--- src/rtl/sd_inv.sv ---
// Bit-serial inverse of the add/sub unit: recovers b from r and a, LSB first, one bit per clock.
// Optional `wrap` output (NOT final carry) is enabled by defining SD_INV_WRAP_FLAG_EN.
module sd_inv #(
  parameter int WIDTH = 4
) (
  input  logic             clk,
  input  logic             rst_n,
  input  logic             in_valid,
  output logic             in_ready,
  input  logic [WIDTH-1:0] r,
  input  logic [WIDTH-1:0] a,
  input  logic             check,
  output logic             out_valid,
  input  logic             out_ready,
`ifdef SD_INV_WRAP_FLAG_EN
  output logic             wrap,
`endif
  output logic [WIDTH-1:0] b
);

  localparam int IW = $clog2(WIDTH);

  typedef enum logic [1:0] {S_IDLE, S_RUN, S_DONE} state_t;

  state_t           r_state;
  state_t           w_next;
  logic [WIDTH-1:0] r_x;
  logic [WIDTH-1:0] r_y;
  logic [WIDTH-1:0] r_b;
  logic [IW-1:0]    r_idx;
  logic             r_carry;
  logic             w_accept;
  logic             w_last;
  logic             w_xb;
  logic             w_yb;
  logic             w_sum;
  logic             w_cout;

  // x - y computed as x + ~y + 1; the +1 comes from the carry preset at accept.
  assign w_xb   = r_x[r_idx];
  assign w_yb   = ~r_y[r_idx];
  assign w_sum  = w_xb ^ w_yb ^ r_carry;
  assign w_cout = (w_xb & w_yb) | (w_xb & r_carry) | (w_yb & r_carry);
  assign w_last = (r_idx == IW'(WIDTH - 1));

  always_ff @(posedge clk or negedge rst_n) begin
    if (!rst_n) r_state <= S_IDLE;
    else        r_state <= w_next;
  end

  always_comb begin
    w_next    = r_state;
    in_ready  = 1'b0;
    out_valid = 1'b0;
    w_accept  = 1'b0;
    case (r_state)
      S_IDLE: begin
        in_ready = 1'b1;
        if (in_valid) begin
          w_accept = 1'b1;
          w_next   = S_RUN;
        end
      end
      S_RUN: begin
        if (w_last) w_next = S_DONE;
      end
      S_DONE: begin
        out_valid = 1'b1;
        if (out_ready) w_next = S_IDLE;
      end
      default: w_next = S_IDLE;
    endcase
  end

  // Operands are swapped at accept so the serial loop is always x - y.
  always_ff @(posedge clk or negedge rst_n) begin
    if (!rst_n) begin
      r_x     <= '0;
      r_y     <= '0;
      r_b     <= '0;
      r_idx   <= '0;
      r_carry <= 1'b1;
    end else if (w_accept) begin
      r_x     <= check ? a : r;
      r_y     <= check ? r : a;
      r_idx   <= '0;
      r_carry <= 1'b1;
    end else if (r_state == S_RUN) begin
      r_b[r_idx] <= w_sum;
      r_carry    <= w_cout;
      r_idx      <= w_last ? '0 : r_idx + 1'b1;
    end
  end

  assign b = r_b;

`ifdef SD_INV_WRAP_FLAG_EN
  assign wrap = ~r_carry;
`endif

endmodule
--- config.mk ---
export PLATFORM = sky130hd
export DESIGN_NAME = sd_inv
export DESIGN_NICKNAME = d
export VERILOG_FILES = /design/src/rtl/sd_inv.sv
export SDC_FILE = /design/constraint.sdc
export NUM_CORES = 1
export LEC_CHECK = 0
export BUFFER_PORTS_ARGS = -buffer_cell sky130_fd_sc_hd__buf_2
export CELL_PAD_IN_SITES_DETAIL_PLACEMENT = 0
export CELL_PAD_IN_SITES_GLOBAL_PLACEMENT = 1
export CORE_MARGIN = 3
export CORE_UTILIZATION = 30
export DETAILED_ROUTE_END_ITERATION = 6
export GPL_TIMING_DRIVEN = 0
export PLACE_DENSITY_LB_ADDON = 0.2
export SLEW_MARGIN = 20
export SYNTH_ARGS = -nofsm -noshare
export SYNTH_HDL_FRONTEND = slang
export SYNTH_SLANG_ARGS = --single-unit
--- constraint.sdc ---
create_clock -name clk -period 1.6 [get_ports clk]
set_input_delay 0.08 -clock clk [delete_from_list [all_inputs] [get_ports clk]]
set_output_delay 0.08 -clock clk [all_outputs]
set_load 0.02 [all_outputs]
==> results.rst, run 1 <==
.. list-table::
   :header-rows: 1

   * - Metric
     - Value
   * - Result of the run
     - finished, violations left
   * - Failing checks
     - negative setup slack
   * - Placer congestion estimate
     - 0.677
   * - Initial antenna violation count
     - 0
   * - Number of failing hold endpoints at the final stage
     - 0
   * - Die boundary height
     - 62.1 µm
   * - Number of vias per cell
     - 4.37
   * - Antenna fix cells
     - 0
   * - Worst setup slack before clock tree synthesis
     - -0.210 ns
   * - RSZ-0062 raised after global routing
     - true
   * - Clock buffer count from CTS
     - 3
   * - Final setup vio count
     - 4
   * - Total nets after synthesis
     - 91
   * - Avg WL per Cell
     - 12.4 µm
   * - Max-capacitance violation count
     - 0
   * - Sinks on Clock Net
     - 17
   * - Final number of max-transition violations
     - 0
   * - Number of design rule violations left after detail routing
     - 0
   * - Proportion of layout cells with a drive suffix above 1
     - 0.505
   * - Async SR Flop Fraction
     - 1.00
   * - Startpoint of the worst hold path
     - in_valid
   * - Largest fanout on the critical path
     - 4
   * - Startpoint of the lowest-slack register-to-register path
     - r_idx[0]
   * - Period Utilization, post-route
     - 1.07
   * - CP Buf/Inv Count
     - 0
   * - Half-perimeter wire length after placement
     - 1240 µm
   * - Cell types occupying the most area after synthesis
     - dfrtp_1 42%, mux2_2 19%, ha_1 5.3%
   * - Reg-to-Reg End
     - b[3]
   * - Highest clock rate
     - 585 MHz
   * - Remaining global-route overflow
     - 0
   * - Clock transition at path regs
     - 0.10 ns
   * - Starting density of the core
     - 0.328
   * - Gate Count Post-Synth
     - 73
   * - Total die area
     - 3860 µm²
   * - Number of warnings reported in the yosys synthesis log
     - 0
   * - Required time of the critical path
     - 1.79 ns
   * - Cell Count, Final, Fillers Out
     - 139
   * - First-pass GRT wire length
     - 3190 µm
   * - Antenna Violating Nets Remaining
     - 0
   * - Library cell occupying the most area in the post-synthesis netlist
     - dfrtp_1
   * - Worst path setup slack after routing
     - -0.108 ns
   * - Clock tree from TritonCTS
     - yes
   * - Power after layout
     - 2.14 mW
   * - CTS H-tree lvls
     - 1
   * - Master of the slowest instance on the critical path
     - fa_2
   * - Highest ir drop seen on vdd
     - 693 µV
   * - Area of the mapped netlist
     - 945 µm²
   * - Aggregate global-route resource usage
     - 0.106
   * - Core region area
     - 2880 µm²
   * - Leakage
     - 0.551 nW
   * - Post-Synthesis Mean Instance Area
     - 12.9 µm²
   * - Number of I/O port buffers
     - 17
   * - Number of enable-type register cells in the synthesized netlist
     - 0
   * - Kind of start point of the critical path
     - register
   * - Total area of multi-input combinational cells
     - 465 µm²
   * - Post-Route Hold Slack
     - 0.0561 ns
   * - Fillers
     - 287
   * - Areal power density over the cells
     - 1870 nW/µm²
   * - 1st-iter DRT viols
     - 7
   * - Cell row count
     - 19
   * - Most used flip-flop cell after synthesis
     - dfrtp_1
   * - Relative slew slack
     - 0.703
   * - Worst path max stage delay
     - 0.59 ns
   * - Buffer depth of the longest clock path
     - 2
   * - Num ports
     - 19
   * - Root cell of the clock tree
     - clkbuf_4
   * - Total routed wirelength
     - 1720 µm
   * - WP data arrival
     - 1.89 ns
   * - Count of placed standard cells including taps
     - 132
   * - Clk_skew
     - 0.00445 ns
   * - Router iterations before antenna repair
     - 4
   * - Number of cell instances on the worst register-to-register path
     - 3
   * - Number of global-route vias before repair
     - 657
   * - Commonest cells in the synthesized netlist
     - 16 x dfrtp_1, 16 x mux2_2, 9 x inv_1
   * - Class of the worst hold path
     - primary input to register
   * - #FFs+latches synth
     - 17
   * - CP Cell Sequence
     - mux4_2 -> fa_2 -> mux2i_1
   * - Die width
     - 62.1 µm
   * - Worst Tran Pin Value
     - 0.445 ns
   * - Type of the worst setup path
     - register to register
   * - Storage element area
     - 428 µm²
   * - Hold path depth
     - 3
   * - Register area share after synthesis
     - 0.452
   * - Via count of the routed design
     - 608
   * - Total Nets Final
     - 116
   * - Worst reg2reg setup slack
     - -0.11 ns
   * - Latest clock arrival within the worst-skew pair
     - 0.29 ns
   * - Worst hold path endpoint
     - r_state[0]
   * - Synth cell types
     - 21
   * - Endpoint kind of the worst setup timing path
     - register
   * - Post-synth top area share
     - 0.424
   * - Area growth from synthesis to layout
     - 20.8%
   * - Min cycle time layout
     - 1.71 ns
   * - Pin count of the biggest net entering global routing
     - 18
   * - Cell type group with the largest total delay on the critical path
     - multiplexers
-- cell usage in the layout (no fill, tap or decap), drive strengths merged --
cell	n
a21oi	1
a22o	2
a22oi	1
and2b	1
buf	21
clkbuf	3
clkinv	1
dfrtp	16
dfstp	1
dlygate4sd3	2
fa	1
ha	4
inv	9
mux2	16
mux2i	4
mux4	2
nand2b	2
nand3b	4
nor2	2
nor3b	1
o21ai	1
o21bai	1
or2b	1
-- how the worst max path moves through the flow --
stage / startpoint / to / slack, ns / cells past startpoint
final: r_idx[0] / b[3] / -0.11 / 3
after global routing: r_idx[0] / b[3] / -0.19 / 3
after CTS: r_idx[0] / b[3] / -0.14 / 3
after detailed placement: r_idx[0] / b[3] / -0.21 / 3
after global placement: r_idx[0] / b[3] / -0.21 / 3
after floorplan: r_idx[0] / b[0] / -0.05 / 3
-- per-layer routing --
metal / GRT usage / routed length [µm] / vias up
met5: 0 / 0 / -
met4: 0.0580 / 21 / 0
met3: 0.0216 / 63 / 2
met2: 0.161 / 774 / 9
met1: 0.140 / 864 / 298
li1: - / - / 299
-- area by class of cell --
| class | instances | share of cell area |
|---|---|---|
| Sequential cell | 17 | 0.375 |
| Inverter | 9 | 0.0296 |
| Clock inverter | 1 | 0.00439 |
| Tap cell | 42 | 0.0461 |
| Timing Repair Buffer | 20 | 0.0987 |
| Clock buffer | 3 | 0.0197 |
| Buffer | 3 | 0.0186 |
| Multi-Input combinational cell | 44 | 0.408 |
-- power by group --
group	internal, mW	switching [mW]
Clock	0.0930	0.147
Combinational	0.572	0.537
Sequential	0.656	0.131
Total	1.32	0.815
-- sequential cells by signal (all words and copies together) (netlist names) --
signal,count
b,4
r_carry,1
r_idx,2
r_state,2
r_x,4
r_y,4
-- stage by stage --
step           setup TNS [ns]   util  cell area (µm²)
2_1_floorplan          -0.215      -              946
3_3_place_gp           -0.801  0.377             1080
3_5_place_dp           -0.823  0.377             1080
4_1_cts                -0.536  0.397             1140
5_1_grt                -0.713  0.397             1140
6_report               -0.415  0.397             1140
-- worst reg2reg max path, stage by stage (launching register included) --
cell and delay (ns):
dfrtp_2 0.41, mux4_2 0.52, fa_2 0.59, mux2i_1 0.08
-- kinds of logic after synthesis --
family,share of synthesized area
muxes,0.281
buffers and inverters,0.0583
and+or+nand+nor,0.0901
AOI/OAI and AO/OA,0.0450
DFF,0.452
adders and majority gates,0.0742
-- what timing repair did --
item / in CTS / in global routing
hold buffers: 2 / 0
setup endpoints to repair: 5 / 4
buffers inserted: 1 / 0
gates resized for setup: 1 / 1
pin swaps: 0 / 0
endpoints found under the hold margin: 17 / 0
No activity file was read; power rests on OpenSTA's default activity.
==> run 2, diff against run 1 <==
CORE_MARGIN = 2   (was 3)
==> results.rst, run 2 (same netlist as run 1, synthesis figures left out) <==
.. list-table::
   :header-rows: 1

   * - Metric
     - Value
   * - Number of global-route vias before repair
     - 642 (-2.3%)
   * - Router iterations before antenna repair
     - 4 (unchanged)
   * - Max-capacitance violation count
     - 0 (unchanged)
   * - Highest ir drop seen on vdd
     - 573 µV (-17%)
   * - Total die area
     - 3610 µm² (-6.3%)
   * - Routed wire length on met2
     - 764 µm (-1.3%)
   * - Antenna Violating Nets Remaining
     - 0 (unchanged)
   * - Highest metal used
     - met4
   * - Proportion of layout cells with a drive suffix above 1
     - 0.505 (unchanged)
   * - Starting density of the core
     - 0.312 (-0.0164)
   * - Num ports
     - 19 (unchanged)
   * - Total routed wirelength
     - 1680 µm (-2.8%)
   * - Clk_skew
     - 0.00523 ns (+0.000777 ns)
   * - Core region area
     - 3030 µm² (+5.3%)
   * - Half-perimeter wire length after placement
     - 1240 µm (+0.18%)
   * - Antenna fix cells
     - 0 (unchanged)
   * - Initial antenna violation count
     - 0 (unchanged)
   * - Most frequent standard cell in the layout excluding fill and tap cells
     - buf_2
   * - Min cycle time layout
     - 1.72 ns (+0.00833 ns)
   * - Cell Count, Final, Fillers Out
     - 141 (+1.4%)
   * - Sinks on Clock Net
     - 17 (unchanged)
   * - Failing checks
     - negative setup slack
   * - Number of failing hold endpoints at the final stage
     - 0 (unchanged)
   * - Final design utilization
     - 0.379 (-0.0178)
   * - Clock transition at path regs
     - 0.10 ns (about the same)
   * - Kind of start point of the critical path
     - register
   * - Post-Route Hold Slack
     - 0.0533 ns (-0.00286 ns)
   * - Cell row count
     - 20 (+1)
   * - Buffer depth of the longest clock path
     - 2 (unchanged)
   * - Required time of the critical path
     - 1.78 ns (about the same)
   * - Final setup vio count
     - 4 (unchanged)
   * - Worst path setup slack after routing
     - -0.117 ns (-0.00833 ns)
   * - Clock buffer count from CTS
     - 3 (unchanged)
   * - Result of the run
     - finished, violations left
   * - Period Utilization, post-route
     - 1.07 (+0.00521)
   * - Areal power density over the cells
     - 1880 nW/µm² (+0.42%)
   * - Type of the worst setup path
     - register to register
   * - Total Nets Final
     - 116 (unchanged)
   * - Power after layout
     - 2.16 mW (+0.97%)
   * - Avg WL per Cell
     - 11.9 µm (-4.2%)
   * - Endpoint kind of the worst setup timing path
     - register
   * - Aggregate global-route resource usage
     - 0.114 (+0.00810)
   * - Number of I/O port buffers
     - 17 (unchanged)
   * - Root cell of the clock tree
     - clkbuf_4
   * - Relative slew slack
     - 0.711 (+0.00760)
   * - Latest clock arrival within the worst-skew pair
     - 0.29 ns (about the same)
   * - Die width
     - 60.1 µm (-3.2%)
   * - Worst Tran Pin Value
     - 0.433 ns (-0.0114 ns)
   * - Met1 Wirelength
     - 791 µm (-8.4%)
   * - 1st-iter DRT viols
     - 15 (+8)
   * - CTS H-tree lvls
     - 1 (unchanged)
   * - Pin count of the biggest net entering global routing
     - 18 (unchanged)
   * - Highest clock rate
     - 583 MHz (-0.49%)
   * - Number of design rule violations left after detail routing
     - 0 (unchanged)
   * - Routed length on met3
     - 71 µm (+13%)
   * - Leakage
     - 0.549 nW (-0.43%)
   * - Via count of the routed design
     - 621 (+2.1%)
   * - Class of the worst hold path
     - primary input to register
   * - Summed negative setup slack over all endpoints
     - -0.450 ns (-0.0350 ns)
   * - Die boundary height
     - 60.1 µm (-3.2%)
   * - WP data arrival
     - 1.90 ns (about the same)
   * - Remaining global-route overflow
     - 0 (unchanged)
   * - RSZ-0062 raised after global routing
     - true
   * - Count of placed standard cells including taps
     - 134 (+1.5%)
   * - Placer congestion estimate
     - 0.694 (+2.4%)
   * - Final number of max-transition violations
     - 0 (unchanged)
   * - Clock tree from TritonCTS
     - yes
   * - Number of vias per cell
     - 4.40 (+0.69%)
   * - Largest fanout on the critical path
     - 4 (unchanged)
   * - First-pass GRT wire length
     - 2900 µm (-9.1%)
   * - Area growth from synthesis to layout
     - 21.5%
   * - Top library cells by usage in the layout, fill and taps aside
     - 19 x buf_2, 16 x mux2_2, 15 x dfrtp_1, 8 x inv_1
run 2: cell types whose count changed in the layout (fill, tap and decap cells not counted):
cell      previous run  this run
clkinv_2             1         0
clkbuf_1             0         1
a22oi_2              0         1
a22oi_1              1         0
run 2: power breakdown:
group | total (mW) | switching, mW | internal, mW
logic | 1.13 | 0.546 | 0.587
registers | 0.789 | 0.133 | 0.656
clock network | 0.234 | 0.137 | 0.0970
run 2: area by class of cell:
class                      count  area, µm²
buffer                         3       21.3
clock buffer                   4       26.3
fill                         304       1880
inverter                       9       33.8
multi-input combinational     44        470
sequential                    17        428
tap                           44       55.1
timing repair buffer          20        113
run 2: path summary, 6_finish.rpt:
check | endpoint | slack, ns | start | cells after the start
min in group asynchronous | r_x[0] | 0.23 | rst_n | 2
max in group asynchronous | r_carry | 1.05 | rst_n | 2
setup reg to reg | b[0] | -0.12 | r_idx[0] | 3
hold reg to reg | b[3] | 0.52 | b[3] | 2
setup / recovery | b[0] | -0.12 | r_idx[0] | 3
hold / removal | r_state[0] | 0.05 | in_valid | 3
run 2: what timing repair did:
| item | 4_1_cts | 5_1_grt |
|---|---|---|
| resized for setup | 1 | 2 |
| setup endpoints to repair | 5 | 5 |
| buffers inserted | 1 | 0 |
| hold buffers | 2 | 0 |
| cloned | 0 | 0 |
| hold endpoints to repair | 17 | 0 |
| pin swaps | 0 | 0 |
run 2: routing by layer:
metal	up-vias	global-route usage
met5	-	0
met4	0	0.0667
met3	5	0.0260
met2	12	0.172
met1	302	0.147
li1	302	-
run 2: worst max-delay path: stages (launching register included):
cell and delay (ns):
dfrtp_2 0.41, mux4_2 0.52, fa_2 0.59, mux2i_1 0.08
run 2: metrics by stage:
step | area, µm² | worst slack [ns]
2_1_floorplan | 946 | -0.0537
3_3_place_gp | 1090 | -0.205
3_5_place_dp | 1090 | -0.220
4_1_cts | 1140 | -0.154
5_1_grt | 1150 | -0.191
6_report | 1150 | -0.117
